## config.mk

```make
export PLATFORM = sky130hd
export DESIGN_NAME = front_panel_io
export DESIGN_NICKNAME = d
export VERILOG_FILES = /design/src/rtl/front_panel_pkg.sv /design/src/rtl/button_debouncer.sv /design/src/rtl/front_panel_io.sv
export SDC_FILE = /design/constraint.sdc
export NUM_CORES = 1
export LEC_CHECK = 0
export CORE_ASPECT_RATIO = 0.9
export CORE_MARGIN = 2
export CORE_UTILIZATION = 58
export CTS_BUF_LIST = sky130_fd_sc_hd__clkbuf_8
export DETAILED_ROUTE_END_ITERATION = 16
export PLACE_DENSITY = 0.87
export SYNTH_ARGS = -nofsm -noshare
export SYNTH_HDL_FRONTEND = slang
export SYNTH_SLANG_ARGS = --single-unit
export TNS_END_PERCENT = 20
```

## constraint.sdc

```tcl
create_clock -name clk_27 -period 4 [get_ports clk_27]
set_input_delay 0.4 -clock clk_27 [delete_from_list [all_inputs] [get_ports clk_27]]
set_output_delay 0.4 -clock clk_27 [all_outputs]
set_load 0.1 [all_outputs]
```

## src/rtl/front_panel_pkg.sv

```systemverilog
// Shared constants and sizing helpers for the front-panel button and
// seven-segment display logic.
package front_panel_pkg;

    localparam logic [6:0] SEG_BLANK = 7'h7F;

    // Active-low segments, bit0 = a ... bit6 = g; element [v] encodes hex digit v.
    localparam logic [15:0][6:0] SEG_HEX = {
        7'h0E, 7'h06, 7'h21, 7'h46, 7'h03, 7'h08, 7'h10, 7'h00,
        7'h78, 7'h02, 7'h12, 7'h19, 7'h30, 7'h24, 7'h79, 7'h40
    };

    function automatic int n_pages(input int data_w, input int n_digits);
        return (data_w + 4 * n_digits - 1) / (4 * n_digits);
    endfunction

    // Bits needed to index n items, never less than one.
    function automatic int idx_w(input int n);
        return (n <= 1) ? 1 : $clog2(n);
    endfunction

endpackage

```

## src/rtl/button_debouncer.sv

```systemverilog
// One push-button channel: two-flop synchronizer, stability counter,
// debounced level and single-cycle press/release pulses.
module button_debouncer
    import front_panel_pkg::*;
#(
    parameter int DEBOUNCE_CYCLES = 65536,
    parameter int BTN_ACTIVE_LOW  = 1
) (
    input  logic clk_27,
    input  logic reset_L,
    input  logic btn_raw,
    output logic btn_level,
    output logic btn_press,
    output logic btn_release
);

    localparam int   CNT_W    = idx_w(DEBOUNCE_CYCLES);
    localparam logic IDLE_RAW = (BTN_ACTIVE_LOW != 0) ? 1'b1 : 1'b0;

    logic             sync1_q, sync1_d;
    logic             sync2_q, sync2_d;
    logic [CNT_W-1:0] cnt_q, cnt_d;
    logic             level_q, level_d;
    logic             press_q, press_d;
    logic             release_q, release_d;
    logic             pressed;

    always_comb begin
        sync1_d = btn_raw;
        sync2_d = sync1_q;
        pressed = sync2_q ^ IDLE_RAW;
        cnt_d   = cnt_q;
        level_d = level_q;
        // The level flips on the edge where the count would reach DEBOUNCE_CYCLES.
        if (pressed == level_q) begin
            cnt_d = '0;
        end else if (cnt_q == CNT_W'(DEBOUNCE_CYCLES - 1)) begin
            cnt_d   = '0;
            level_d = ~level_q;
        end else begin
            cnt_d = cnt_q + 1'b1;
        end
        press_d   = level_d & ~level_q;
        release_d = ~level_d & level_q;
    end

    always_ff @(posedge clk_27) begin
        if (!reset_L) begin
            sync1_q   <= IDLE_RAW;
            sync2_q   <= IDLE_RAW;
            cnt_q     <= '0;
            level_q   <= 1'b0;
            press_q   <= 1'b0;
            release_q <= 1'b0;
        end else begin
            sync1_q   <= sync1_d;
            sync2_q   <= sync2_d;
            cnt_q     <= cnt_d;
            level_q   <= level_d;
            press_q   <= press_d;
            release_q <= release_d;
        end
    end

    assign btn_level   = level_q;
    assign btn_press   = press_q;
    assign btn_release = release_q;

endmodule

```

## src/rtl/front_panel_io.sv

```systemverilog
// Front-panel I/O: debounced push buttons plus a paged, registered
// hexadecimal seven-segment display with optional leading-zero blanking.
module front_panel_io
    import front_panel_pkg::*;
#(
    parameter int N_BUTTONS       = 4,
    parameter int DEBOUNCE_CYCLES = 65536,
    parameter int BTN_ACTIVE_LOW  = 1,
    parameter int N_DIGITS        = 8,
    parameter int DATA_W          = 64
) (
    input  logic                                        clk_27,
    input  logic                                        reset_L,
    input  logic [N_BUTTONS-1:0]                        btn_raw,
    output logic [N_BUTTONS-1:0]                        btn_level,
    output logic [N_BUTTONS-1:0]                        btn_press,
    output logic [N_BUTTONS-1:0]                        btn_release,
    input  logic [DATA_W-1:0]                           disp_data,
    input  logic                                        disp_valid,
    input  logic                                        freeze,
    input  logic                                        page_next,
    input  logic                                        blank_lz,
    output logic [idx_w(n_pages(DATA_W, N_DIGITS))-1:0] page,
    output logic [7*N_DIGITS-1:0]                       hex_seg_L
);

    localparam int N_PAGES   = n_pages(DATA_W, N_DIGITS);
    localparam int PAGE_W    = idx_w(N_PAGES);
    localparam int PAGE_BITS = 4 * N_DIGITS;
    localparam int PAD_W     = N_PAGES * PAGE_BITS;

    for (genvar gi = 0; gi < N_BUTTONS; gi++) begin : g_btn
        button_debouncer #(
            .DEBOUNCE_CYCLES (DEBOUNCE_CYCLES),
            .BTN_ACTIVE_LOW  (BTN_ACTIVE_LOW)
        ) u_debouncer (
            .clk_27      (clk_27),
            .reset_L     (reset_L),
            .btn_raw     (btn_raw[gi]),
            .btn_level   (btn_level[gi]),
            .btn_press   (btn_press[gi]),
            .btn_release (btn_release[gi])
        );
    end

    logic [DATA_W-1:0]     shadow_q, shadow_d;
    logic [PAGE_W-1:0]     page_q, page_d;
    logic [7*N_DIGITS-1:0] seg_q, seg_d;

    // Zero-padding to whole pages makes nibbles beyond DATA_W read as 0.
    logic [PAD_W-1:0] padded;
    logic [PAD_W-1:0] paged;
    logic [31:0]      page_shift;
    logic [3:0]       nib [N_DIGITS];

    assign padded     = PAD_W'(shadow_q);
    assign page_shift = 32'(page_q) * 32'(PAGE_BITS);
    assign paged      = padded >> page_shift;

    for (genvar gi = 0; gi < N_DIGITS; gi++) begin : g_nib
        assign nib[gi] = paged[4*gi +: 4];
    end

    always_comb begin
        shadow_d = shadow_q;
        if (disp_valid && !freeze) begin
            shadow_d = disp_data;
        end
        page_d = page_q;
        if (page_next) begin
            if (N_PAGES == 1 || page_q == PAGE_W'(N_PAGES - 1)) begin
                page_d = '0;
            end else begin
                page_d = page_q + 1'b1;
            end
        end
    end

    // Scan from the top digit; blanking stops at the first nonzero digit or digit 0.
    always_comb begin
        logic lead;
        seg_d = '1;
        lead  = blank_lz;
        for (int k = N_DIGITS - 1; k >= 0; k--) begin
            if (lead && k != 0 && nib[k] == 4'h0) begin
                seg_d[7*k +: 7] = SEG_BLANK;
            end else begin
                lead            = 1'b0;
                seg_d[7*k +: 7] = SEG_HEX[nib[k]];
            end
        end
    end

    always_ff @(posedge clk_27) begin
        if (!reset_L) begin
            shadow_q <= '0;
            page_q   <= '0;
            seg_q    <= '1;
        end else begin
            shadow_q <= shadow_d;
            page_q   <= page_d;
            seg_q    <= seg_d;
        end
    end

    assign page      = page_q;
    assign hex_seg_L = seg_q;

endmodule

```

==> metrics list <==
- Most common library cell in the layout ignoring fill and taps: dfxtp_1
- The synthesized netlist occupies a cell area of around 9700 sq um.
* Average cell area after synthesis: 8.875 sq um
- Filler Cell Count: between 1000 and 1500
- After the first detailed-routing iteration, the DRC count stood at between 500 and 600.
* RSZ-0062 raised after global routing: no
- Worst hold path class: in2reg
- CTS HTree Levels: 2
* Post-DRT Antenna Nets: 0
- Number of iterations in the first detailed-routing pass: 6
- The first global-routing pass estimated about 36000 microns of wire.
- At the end of the flow, the number of nets in the layout was roughly 1300.
- Area overhead of the layout relative to synthesis: 20.65%
- Slowest library cell on the worst path: mux2i_1
* Row count: between 40 and 50
- Root cell of the clock tree: clkbuf_8
- Met1 track demand over resource in global routing: between 30% and 40%
* Fraction of power consumed by sequential logic: 43.3%
- The total count of max-transition violations in the final report was 0.
- Summing all non-filler instances in the final layout gives an area of ~12000 sq um.
- Most frequent cells in the layout: dfxtp_1 (204), nand2_1 (176), clkdlybuf4s50_1 (140)
- Max-cap violations in this run came to 0.
* Y dimension of the die: 126.7 microns
* Total chip power: around 5100 uW
- 0 antenna diodes ended up in the layout.
* Remaining design rule violation count: 0
* CTS buffer count: 34
- Entering global routing, the biggest net connects slightly below 50 pins.
- Cell internal power was estimated by the tool at ~3400 uW.
* Via count normalized by instance count: roughly 5.7
- Number of global-route vias before repair: 7814
- Routability-driven placement finished with a final weighted congestion of ~0.95.
* Biggest cell delay along the critical path: between 0.6 and 0.7 ns
* Critical path, cell by cell: buf_4 > mux2i_1 > ha_1 > o21a_1 > nand4_4 > o211ai_1
- Top achievable clock speed: 327.7 MHz
* Routed wire per std cell: ~15 microns
- Endpoint type of the worst setup path: register
- Across the VDD grid, the largest voltage drop is between 300 and 400 uV.
- The critical path is of the reg2reg type.
- On the critical path the largest part of the delay comes from multiplexers.
- Fraction of the cycle the final worst path needs: between 70% and 80%
- Adding up every negative setup slack in the final design gives 0 ns.
- In this run the power density over the cells is 438.6 nW/um^2.
- At the pin with the least slew margin, the transition time is 1.031 ns.
* GRT Util Overall: between 20% and 30%
* Global Route met3 Usage: around 5%
* Max Buffers Root-to-Sink: 3
- The routed layout has between 8000 and 9000 vias.
* Power share of the clock group: 33.7%
- For this design, the sink count on the clock tree is about 200.
- Worst path required time: approximately 4.4 ns
- Data arrives at the worst endpoint at 3.47 ns.
- Yosys mapped the design onto 71 distinct sky130hd cell types.
- The later pin in the worst-skew pair is clocked with a latency of ~0.52 ns.
- Wire length reported by the detailed router: around 22000 microns
- For this run, the number of standard cells in the final layout without fillers is approximately 1400.
* Global-route met2 utilization: 40.51%
* Number of post-CTS setup repair buffers: 0
* Count of placed standard cells including taps: around 1400
- Switching power: about 1700 uW
* Cell Area, Placed: between 10000 and 15000 sq um
- In this run, synthesis produced a sequential element count of between 200 and 250.
* Final worst clock skew: between 0.015 and 0.02 ns
- Minimum clock period: 3.052 ns
- Setup violations remaining at the end of the flow were counted as 0.
- Crit path buf inv count: 1
- For this run the aggregate overflow at the end of global routing stands at 0.
- # port buffers: ~140
- Cts-stage hold buffer count: 0
* Area of the core: 16240 sq um
- Result of the run: finished, final reports clean
- Number of warning messages in the yosys log: 0
- Initial cell density of the core: ~60%
* Part of the power in combinational logic: between 20% and 30%
* Clock tree from TritonCTS: done
* Most used flip-flop cell after synthesis: dfxtp_1
- Switching part of the total power: 33.02%
- The number of failing hold endpoints at the final stage was 0.
- Leakage power total: roughly 0.0045 uW
* Die X-Extent: between 100 and 150 microns
- Async SR Flop Fraction: 0%
- Yosys mapped a number of flops with a built-in enable equal to 0.
- Clock-pin slew was measured on the worst setup and hold paths at 0.06 ns.
- Setup crit start kind: register
- Number of gates resized after CTS: 0
- In this run the count of I/O pins placed on the die edge is between 100 and 150.
* Detailed-placement wirelength estimate: between 15000 and 20000 microns
- Initial antenna violation count: 0
- The die covers approximately 18000 sq um.
* Busiest layer in global routing: met2
* Number of nets in the synthesized netlist: roughly 1200
* Fraction of final layout cells with drive strength greater than 1: under 10%
* Proportion of synthesized chip area in sequential cells: 42.31%
- Count of mapped cells out of synthesis: between 1000 and 1500
- In this run the worst path has a maximum fanout of between 40 and 50.
- Measured against its own limit, the worst slew margin works out to 31.05%.
## flip-flops by register name, indices dropped and copies added, names as in the netlist
register,flops
hex_seg_L,56
g_btn.u_debouncer.sync2_q,4
g_btn.u_debouncer.btn_release,4
page,1
g_btn.u_debouncer.btn_press,4
g_btn.u_debouncer.sync1_q,4
padded,64
g_btn.u_debouncer.cnt_q,64
g_btn.u_debouncer.btn_level,4
## metrics by stage
step	setup slack [ns]	hold slack, ns	utilization, %
2_1_floorplan	0.6544	0.3863	-
3_3_place_gp	1.221	0.3893	68.19
3_5_place_dp	1.087	0.3925	68.19
4_1_cts	0.9667	0.2429	72.06
5_1_grt	0.7910	0.2623	72.06
6_report	0.9482	0.2621	72.06
## worst paths after layout
kind | startpoint | slack, ns | cells past startpoint | end
min reg2reg | g_btn[3].u_debouncer.sync1_q$_SDFF_PN1_ | 0.40 | 1 | g_btn[3].u_debouncer.sync2_q$_SDFF_PN1_
max reg2reg | page$_SDFFE_PN0P_ | 0.95 | 6 | hex_seg_L[10]$_SDFF_PP1_
max | page$_SDFFE_PN0P_ | 0.95 | 6 | hex_seg_L[10]$_SDFF_PP1_
min | reset_L | 0.26 | 2 | g_btn[0].u_debouncer.sync1_q$_SDFF_PN1_
## Yosys cell counts (3+ instances only)
library cell | instances | area [sq um]
nand4_1 | 23 | 143.9
and2_1 | 11 | 68.82
mux2_2 | 14 | 157.7
and4_1 | 10 | 87.58
o21bai_1 | 4 | 30.03
xnor2_1 | 18 | 157.7
and3_1 | 11 | 68.82
clkbuf_1 | 23 | 86.33
inv_1 | 33 | 123.9
nor2_1 | 78 | 292.8
a22oi_1 | 6 | 45.04
buf_6 | 5 | 56.30
nor3_1 | 14 | 70.07
xor2_1 | 37 | 324.1
o32a_1 | 3 | 30.03
nand2b_1 | 13 | 81.33
nand3b_1 | 3 | 22.52
dfxtp_1 | 205 | 4104
a31oi_1 | 3 | 18.77
nand3_1 | 42 | 210.2
a21oi_1 | 92 | 460.4
ha_1 | 47 | 588.1
mux2i_2 | 4 | 55.05
nor3b_1 | 3 | 22.52
o211ai_1 | 15 | 112.6
a221oi_1 | 3 | 26.28
o221ai_1 | 14 | 122.6
o21a_1 | 4 | 30.03
or3_1 | 15 | 93.84
buf_2 | 7 | 35.03
o21ai_0 | 32 | 160.2
a221o_1 | 5 | 50.05
nand2_1 | 176 | 660.6
mux2i_1 | 41 | 410.4
buf_4 | 17 | 127.6
or2_2 | 5 | 31.28
a211oi_1 | 4 | 30.03
buf_1 | 8 | 30.03
## cell families after synthesis
logic type      count (synthesis)  synth area share [%]
mux                            62                 7.120
fa+ha+maj                      47                 6.062
xor+xnor                       55                 4.966
flops                         205                 42.31
buf+inv                        95                 4.927
simple gates                  421                 20.92
compound gates                208                 13.70
## power by group through the flow
stage	combinational, uW	clock [uW]	sequential (uW)
after floorplan	393	0	2740
after global placement	1160	0	2260
after detailed placement	1170	0	2260
after CTS	1180	1760	2220
after global routing	1240	1850	2230
final	1180	1730	2220
## final cells by class
type                            instances  area [sq um]  share of cell area, %
Sequential cell                       205          4108                  35.10
Multi-Input combinational cell        793          5129                  43.82
Tap cell                              207         259.0                  2.213
Timing Repair Buffer                  147          1451                  12.40
Clock buffer                           42         578.1                  4.939
Inverter                               34         127.6                  1.090
Clock inverter                         13         51.30                 0.4383
## layer usage
layer  vias to the layer above  part of all wire, %  wire length [microns]
met5                         -                    0                      0
met4                         0                  2.1                    458
met3                        43                  5.9                   1308
met2                       262                   48                  10520
met1                      3824                   44                   9835
li1                       4048                    -                      -
(Power assumes the default switching activity.)
